--- config.mk ---
export PLATFORM = sky130hd
export DESIGN_NAME = alu_exec
export DESIGN_NICKNAME = d
export VERILOG_FILES = /design/src/rtl/alu_exec.sv
export SDC_FILE = /design/constraint.sdc
export NUM_CORES = 1
export LEC_CHECK = 0
export CORE_ASPECT_RATIO = 0.6
export CORE_MARGIN = 2
export CORE_UTILIZATION = 31
export CTS_CLUSTER_SIZE = 12
export DETAILED_ROUTE_END_ITERATION = 10
export PLACE_DENSITY = 0.49
export SYNTH_ARGS = -nofsm -noshare
export SYNTH_HDL_FRONTEND = slang
export SYNTH_SLANG_ARGS = --single-unit
--- constraint.sdc ---
create_clock -name clk -period 10.9 [get_ports clk]
set_input_delay 1.09 -clock clk [delete_from_list [all_inputs] [get_ports clk]]
set_output_delay 1.09 -clock clk [all_outputs]
set_load 0.1 [all_outputs]
--- src/rtl/alu_exec.sv ---
// alu_exec: execute-stage ALU with funct decode, registered results and an
// iterative multiply/divide unit owning HI/LO.
module alu_exec #(
  parameter int WIDTH = 32
) (
  input  logic             clk,
  input  logic             rst_n,
  input  logic             valid,
  output logic             ready,
  input  logic [1:0]       alu_op,
  input  logic [5:0]       funct,
  input  logic [WIDTH-1:0] a,
  input  logic [WIDTH-1:0] b,
  output logic [WIDTH-1:0] result,
  output logic             res_valid,
  output logic             err,
  output logic             ovf,
  output logic [WIDTH-1:0] hi,
  output logic [WIDTH-1:0] lo
);
  localparam int CW = $clog2(WIDTH);
  typedef enum logic [1:0] {IDLE, MUL, DIV} state_t;
  state_t state, state_nxt;
  logic [CW-1:0] cnt;
  logic [2*WIDTH-1:0] acc, acc_nxt, prod_s;
  logic [WIDTH-1:0] opd, ma, mb, sum, dif, sc_res, q_s, r_s, fin_hi, fin_lo;
  logic [WIDTH:0] add_hi, sh, df;
  logic [5:0] f;
  logic sc_err, sc_ovf, go_mul, go_div, sgn, neg_q, neg_r, last;
  assign ready = state == IDLE;
  assign last = cnt == CW'(WIDTH - 1);
  always_comb begin
    f = alu_op == 2'b10 ? funct : alu_op == 2'b00 ? 6'b100000 : alu_op == 2'b01 ? 6'b100010 : 6'b111111;
    sum = a + b;
    dif = a - b;
    sc_res = '0;
    sc_err = 1'b0;
    sc_ovf = 1'b0;
    go_mul = 1'b0;
    go_div = 1'b0;
    sgn = ~f[0];
    case (f)
      6'b100000: begin
        sc_res = sum;
        sc_ovf = a[WIDTH-1] == b[WIDTH-1] && sum[WIDTH-1] != a[WIDTH-1];
      end
      6'b100001: sc_res = sum;
      6'b100010: begin
        sc_res = dif;
        sc_ovf = a[WIDTH-1] != b[WIDTH-1] && dif[WIDTH-1] != a[WIDTH-1];
      end
      6'b100011: sc_res = dif;
      6'b100100: sc_res = a & b;
      6'b100101: sc_res = a | b;
      6'b100110: sc_res = a ^ b;
      6'b100111: sc_res = ~(a | b);
      6'b101010: sc_res = WIDTH'($signed(a) < $signed(b));
      6'b101011: sc_res = WIDTH'(a < b);
      6'b010000: sc_res = hi;
      6'b010010: sc_res = lo;
      6'b011000, 6'b011001: go_mul = 1'b1;
      6'b011010, 6'b011011: begin
        go_div = |b;
        sc_err = ~|b;
      end
      default: sc_err = 1'b1;
    endcase
    ma = sgn && a[WIDTH-1] ? -a : a;
    mb = sgn && b[WIDTH-1] ? -b : b;
  end
  // acc holds {partial product, multiplier} or {remainder, dividend/quotient}
  always_comb begin
    add_hi = {1'b0, acc[2*WIDTH-1:WIDTH]} + (acc[0] ? {1'b0, opd} : '0);
    sh = {acc[2*WIDTH-1:WIDTH], acc[WIDTH-1]};
    df = sh - {1'b0, opd};
    acc_nxt = state == DIV ? {df[WIDTH] ? sh[WIDTH-1:0] : df[WIDTH-1:0], acc[WIDTH-2:0], ~df[WIDTH]}
                           : {add_hi, acc[WIDTH-1:1]};
    prod_s = neg_q ? -acc_nxt : acc_nxt;
    q_s = neg_q ? -acc_nxt[WIDTH-1:0] : acc_nxt[WIDTH-1:0];
    r_s = neg_r ? -acc_nxt[2*WIDTH-1:WIDTH] : acc_nxt[2*WIDTH-1:WIDTH];
    fin_hi = state == DIV ? r_s : prod_s[2*WIDTH-1:WIDTH];
    fin_lo = state == DIV ? q_s : prod_s[WIDTH-1:0];
    state_nxt = state == IDLE ? (valid && go_mul ? MUL : valid && go_div ? DIV : IDLE) : last ? IDLE : state;
  end
  always_ff @(posedge clk or negedge rst_n) begin
    if (!rst_n) state <= IDLE;
    else state <= state_nxt;
  end
  always_ff @(posedge clk or negedge rst_n) begin
    if (!rst_n) begin
      cnt <= '0;
      acc <= '0;
      opd <= '0;
      neg_q <= 1'b0;
      neg_r <= 1'b0;
      result <= '0;
      res_valid <= 1'b0;
      err <= 1'b0;
      ovf <= 1'b0;
      hi <= '0;
      lo <= '0;
    end else if (state == IDLE) begin
      cnt <= '0;
      res_valid <= valid && !(go_mul || go_div);
      if (valid && (go_mul || go_div)) begin
        acc <= {{WIDTH{1'b0}}, go_mul ? mb : ma};
        opd <= go_mul ? ma : mb;
        neg_q <= sgn && (a[WIDTH-1] ^ b[WIDTH-1]);
        neg_r <= sgn && a[WIDTH-1];
        err <= 1'b0;
        ovf <= 1'b0;
      end else if (valid) begin
        result <= sc_res;
        err <= sc_err;
        ovf <= sc_ovf;
      end
    end else begin
      acc <= acc_nxt;
      cnt <= cnt + 1'b1;
      res_valid <= last;
      if (last) begin
        hi <= fin_hi;
        lo <= fin_lo;
        result <= fin_lo;
      end
    end
  end
endmodule
# Word-level counts from Yosys, hierarchy flattened
# Index checks and enable logic that the tools add are counted.
# Widths: inputs -> output; s select.
[word_totals] inputBits=75 output_inout_bits=100 word_cells=121 register_bits=204
[op_classes] reduce_logical=26 magnitude_cmp=2 mux=36 n_eq_ne=27 bitwise=8 addsub=10
[op_table] operator="$mux 32" n=14
[op_table] operator="$pmux 32 s10" n=1
[op_table] operator="$mux 64" n=4
[op_table] operator="$neg 32->32" n=4
[op_table] operator="$lt 32x32->1" n=2
[op_table] operator="$neg 64->64" n=1
[op_table] operator="$eq 6x6->1 const B" n=10
[op_table] operator="$eq 6x5->1 const B" n=6
[op_table] operator="$add 32x32->33" n=1
[op_table] operator="$sub 33x32->33" n=1
[op_table] operator="$add 32x32->32" n=1
[op_table] operator="$and 32x32->32" n=1
[op_table] operator="$not 32->32" n=1
[op_table] operator="$or 32x32->32" n=1
[op_table] operator="$reduce_or 32->1" n=1
[op_table] operator="$sub 32x32->32" n=1
[op_table] operator="$xor 32x32->32" n=1
[op_table] operator="$mux 5" n=3
[op_table] operator="$reduce_or 14->1" n=1
[op_table] operator="$logic_and 1x1->1" n=9
[op_table] operator="$mux 2" n=4
[op_table] operator="$reduce_or 2->1" n=4
[op_table] operator="$mux 1" n=7
[op_table] operator="$mux 6" n=1
[op_table] operator="other kinds (17)" n=29

# Depth between registers and ports, before layout
[depth] depth_word=11 depth_mapped=26 mapped_depth_nobuf=24

# Worst setup path before layout
# No wires, ideal clock.
[synth_timing] path_kind="reg-to-reg" start="reg state[0]" end="reg hi[22]" setup_ps=129 n_path_buf=6 t_arrival_ps=5191 required_time_ps=10771 stages_incl_launch_ff=22 synth_period_minus_slack_ps=5321 path_slack_ps=5579 cell_sequence="dfrtp_1 nor2b_1 buf_1 buf_2 buf_1 clkbuf_1 buf_1 buf_1 mux2i_1 ha_1 and4_1 nand3_1 nor2_1 nand4b_1 or3_1 or2_2 o21a_1 nor2_1 nand3_1 and2_1 o2111ai_1 nand3_1"
[synth_between] elab_chain_len=5 word_cells_on_any_way=10
[synth_rtl] element="from (decl)" line_no="23" text="state_t state, state_nxt;"
[synth_rtl] element="from (signal assigned)" line_no="87" text="else state <= state_nxt;"
[synth_rtl] element="$eq 2x2->1" line_no="76, 81"
[synth_rtl] element="$mux 64" line_no="76" text="acc_nxt = state == DIV ? {df[WIDTH] ? sh[WIDTH-1:0] : df[WIDTH-1:0], acc[WIDTH-2:0], ~df[WIDTH]}"
[synth_rtl] element="$neg 64->64 or $neg 32->32 (tied branches)" line_no="78, 80"
[synth_rtl] element="$mux 64 or $mux 32 (tied branches)" line_no="78, 80"
[synth_rtl] element="$mux 32" line_no="81" text="fin_hi = state == DIV ? r_s : prod_s[2*WIDTH-1:WIDTH];"
[synth_rtl] element="to (signal assigned)" line_no="122" text="hi <= fin_hi;"
[synth_rtl] element="to (decl)" line_no="18" text="output logic [WIDTH-1:0] hi,"
# Parallel ways exist; a longest one is shown, timed or not.
# A chain may end at the register's enable or synchronous reset.

# Worst setup path in the final report
[layout_timing] start="reg acc[31]" end="reg hi[20]"
[layout_between] elab_chain_len=6 word_cells_on_any_way=9
[layout_rtl] element="from (decl)" line_no="25" text="logic [2*WIDTH-1:0] acc, acc_nxt, prod_s;"
[layout_rtl] element="from (signal assigned)" line_no="106" text="acc <= {{WIDTH{1'b0}}, go_mul ? mb : ma};"
[layout_rtl] element="from (signal assigned)" line_no="118" text="acc <= acc_nxt;"
[layout_rtl] element="$sub 33x32->33" line_no="75" text="df = sh - {1'b0, opd};"
[layout_rtl] element="$mux 32 or $not 1->1 (tied branches)" line_no="76"
[layout_rtl] element="$mux 64 *" line_no="76"
[layout_rtl] element="$neg 64->64 or $neg 32->32 (tied branches)" line_no="78, 80"
[layout_rtl] element="$mux 64 or $mux 32 (tied branches)" line_no="78, 80"
[layout_rtl] element="$mux 32 *" line_no="81"
# Every way passes the cells marked *; elsewhere a longest branch is shown, timed or not.

==> impl_metrics.toml <==
[run_status]
run_status = "complete, no violations"

[synth]
synth_nets = 3139
yosys.area.top_type = "dfrtp_1"
synth_ff_type = "dfrtp_1"
synth_seq_area_share_pct = 23.5
synth_enable_flop_cells = 0
synth.top_cells.by_count = "nand2_1, a21oi_1, o21ai_0"
synth.cell_area_sq_um = 21700
synthArstFlopShare_pct = 100
synth_top_cell_area_share_pct = 23.5
ys_ff_latch = 204
yosys_warnings = 0
synth.distinct_cells = 91
post-synth-top-count-cell = "nand2_1"
syn_avg_cell_area_sq_um = 7.50
synth_top_cells_by_area = "dfrtp_1, ha_1, nand2_1"
postSynthCellCount = 2894

[clocking]
cts_inserted_buffers = 24
clk_pin_slew_ns = 0.07
cts_tree = "built"
clock_latency_ns = 0.58
ctsRootBufferMaster = "clkbuf_16"
cts_resized = 0
htree_levels = 1
cts_buffer_depth = 3
cts_setup_buffers = 0
cts_sinks = 204
hold_buffers = 0

[floorplanning]
die_h_microns = 209
row_count = 75
coreArea_sq_um = 69500
io_pins = 175
initial_core_util_pct = 31.2
die_area_sq_um = 72200
die_w_microns = 345

[placement]
port_buffers = 174
preCtsSetupSlack_ns = 4.43
finalWeightedCongestion = 1.03
dpl.cell_count = 3871
place_area_sq_um = 24400
dp_hpwl_microns = 93700

[global_route]
overflow = 0
grt_first_pass_wirelength_microns = 164000
antenna_found_initial = 4
groute.usage.overall_pct = 31.3
grt_max_degree = 81
grt_pass1_vias = 21569

[setup_path]
worstSetupEndpointType = "flop"
critPathLaunchType = "flop"
cp.required_ns = 11.34
arrival_ns = 7.23
path_max_fanout = 14
criticalPathCategory = "reg -> reg"

[power]
pwr_density_cell_nw_per_um2 = 248
leakagePower_nw = 10.6
ir_worst_vdd_mv = 0.139
power.total_mw = 6.25

[timing]
holdWs_ns = 0.472
min_period_ns = 6.79
slew_headroom_pct = 14.0
fin_setup_tns_ns = 0
clock.fmax_ghz = 0.147
maxSlewViolCount = 0
max_slew.worst_pin.slew_ns = 1.28
rsz0062_at_grt = "no"
finalCritPeriodShare_pct = 62.3
skew_ns = 0.0240
setup_viol_count_final = 0
final-hold-violation-count = 0
setup_ws_ns = 4.11

[cells_and_area]
final_nets = 3218
fillers = 7331
final_area_sq_um = 25200
final_cells = 3916
area_delta_synth_final_pct = 16.4
postLayoutCoreUtil_pct = 36.3
drive_above_1_share_pct = 5.69

[drt]
route.detailed.drc = 0
drtPass1Iterations = 6
drt-total-wl_microns = 117000
wire_per_inst_microns = 29.8
drtIter0Drc = 3485
avgViaCountPerCell = 6.08
vias = 23796
antenna_left = 0

[flow_run]
maxCapViolations = 0

[hold_path]
hold_class = "in -> async"
[cell usage in the layout (no fill, tap or decap), drive strengths merged, types with 63 or more instances in the layout]
cell type,instances
clkdlybuf4s50,173
nor3,63
a21oi,242
ha,166
nand2,405
dfrtp,204
xnor2,155
o21ai,240
nor2,228
inv,147
[path summary, 6_finish.rpt]
| kind | cells after the start | to | from | slack (ns) |
|---|---|---|---|---|
| max | 24 | hi[20] | acc[31] | 4.11 |
| min | 1 | hi[20] | rst_n | 0.47 |
| max reg2reg | 24 | hi[20] | acc[31] | 4.11 |
| min reg2reg | 1 | cnt[0] | cnt[0] | 0.48 |
| max in group asynchronous | 2 | acc[18] | rst_n | 8.88 |
| min in group clk | 1 | cnt[0] | cnt[0] | 0.48 |
[kinds of logic (layout without fill, tap and decap cells)]
| logic type | count (synthesis) | in the layout | synth area share [%] |
|---|---|---|---|
| AOI/OAI and AO/OA | 979 | 979 | 29.6 |
| and+or+nand+nor | 968 | 968 | 20.6 |
| buffers and inverters | 324 | 420 | 5.83 |
| DFF | 204 | 204 | 23.5 |
| xor gates and xnor gates | 191 | 191 | 7.71 |
| adders and majority gates | 170 | 170 | 9.94 |
| muxes | 58 | 58 | 2.71 |
| other | 0 | 2 | 0 |
[metal layers]
metal  share of wire, %  track usage, %  up-vias
li1                   -               -    10674
met4                1.2            3.40        2
met2                 34            37.0     1347
met1                 49            49.8    11680
met3                 16            14.9       93
met5             0.0060               0        -
[power by group]
part	leakage (nW)	internal, mW	switching (mW)
Clock	0.398	0.501	0.383
Combinational	7.83	1.32	2.91
Sequential	2.40	0.899	0.240
Total	10.6	2.72	3.54
[worst max-delay path, cell delays in order (launching register included)]
cell      delay (ns)
dfrtp_1         0.44
inv_1           0.11
ha_1            0.25
fa_1            0.41
nand2b_1        0.22
a21oi_1         0.27
o31ai_1         0.14
a21oi_2         0.19
a21o_1          0.37
and4_4          0.48
nor3_1          0.16
a21oi_1         0.44
ha_1            0.27
and4_1          0.28
nand3_1         0.17
nor2_1          0.21
nand4b_1        0.22
or3_1           0.42
or2_2           0.38
nand2_1         0.12
nor2_1          0.13
nor2_1          0.31
a31oi_1         0.15
xnor2_1         0.38
o21ai_0         0.13
[sequential cells by signal, indices dropped and copies added (netlist names)]
name	flops
err	1
acc	64
neg_q	1
state	2
cnt	5
result	32
hi	32
res_valid	1
ovf	1
lo	32
neg_r	1
opd	32
[area by class of cell]
class                      count  area [sq um]  share of cell area [%]
antenna                        2          5.00                  0.0198
clock buffer                  35           712                    2.82
clock inverter                 8           110                   0.436
inverter                     149           559                    2.22
multi-input combinational   2366         15400                    61.2
sequential                   204          5100                    20.2
tap                          924          1160                    4.58
timing repair buffer         228          2150                    8.52
Power figures use the tool's default switching activity.
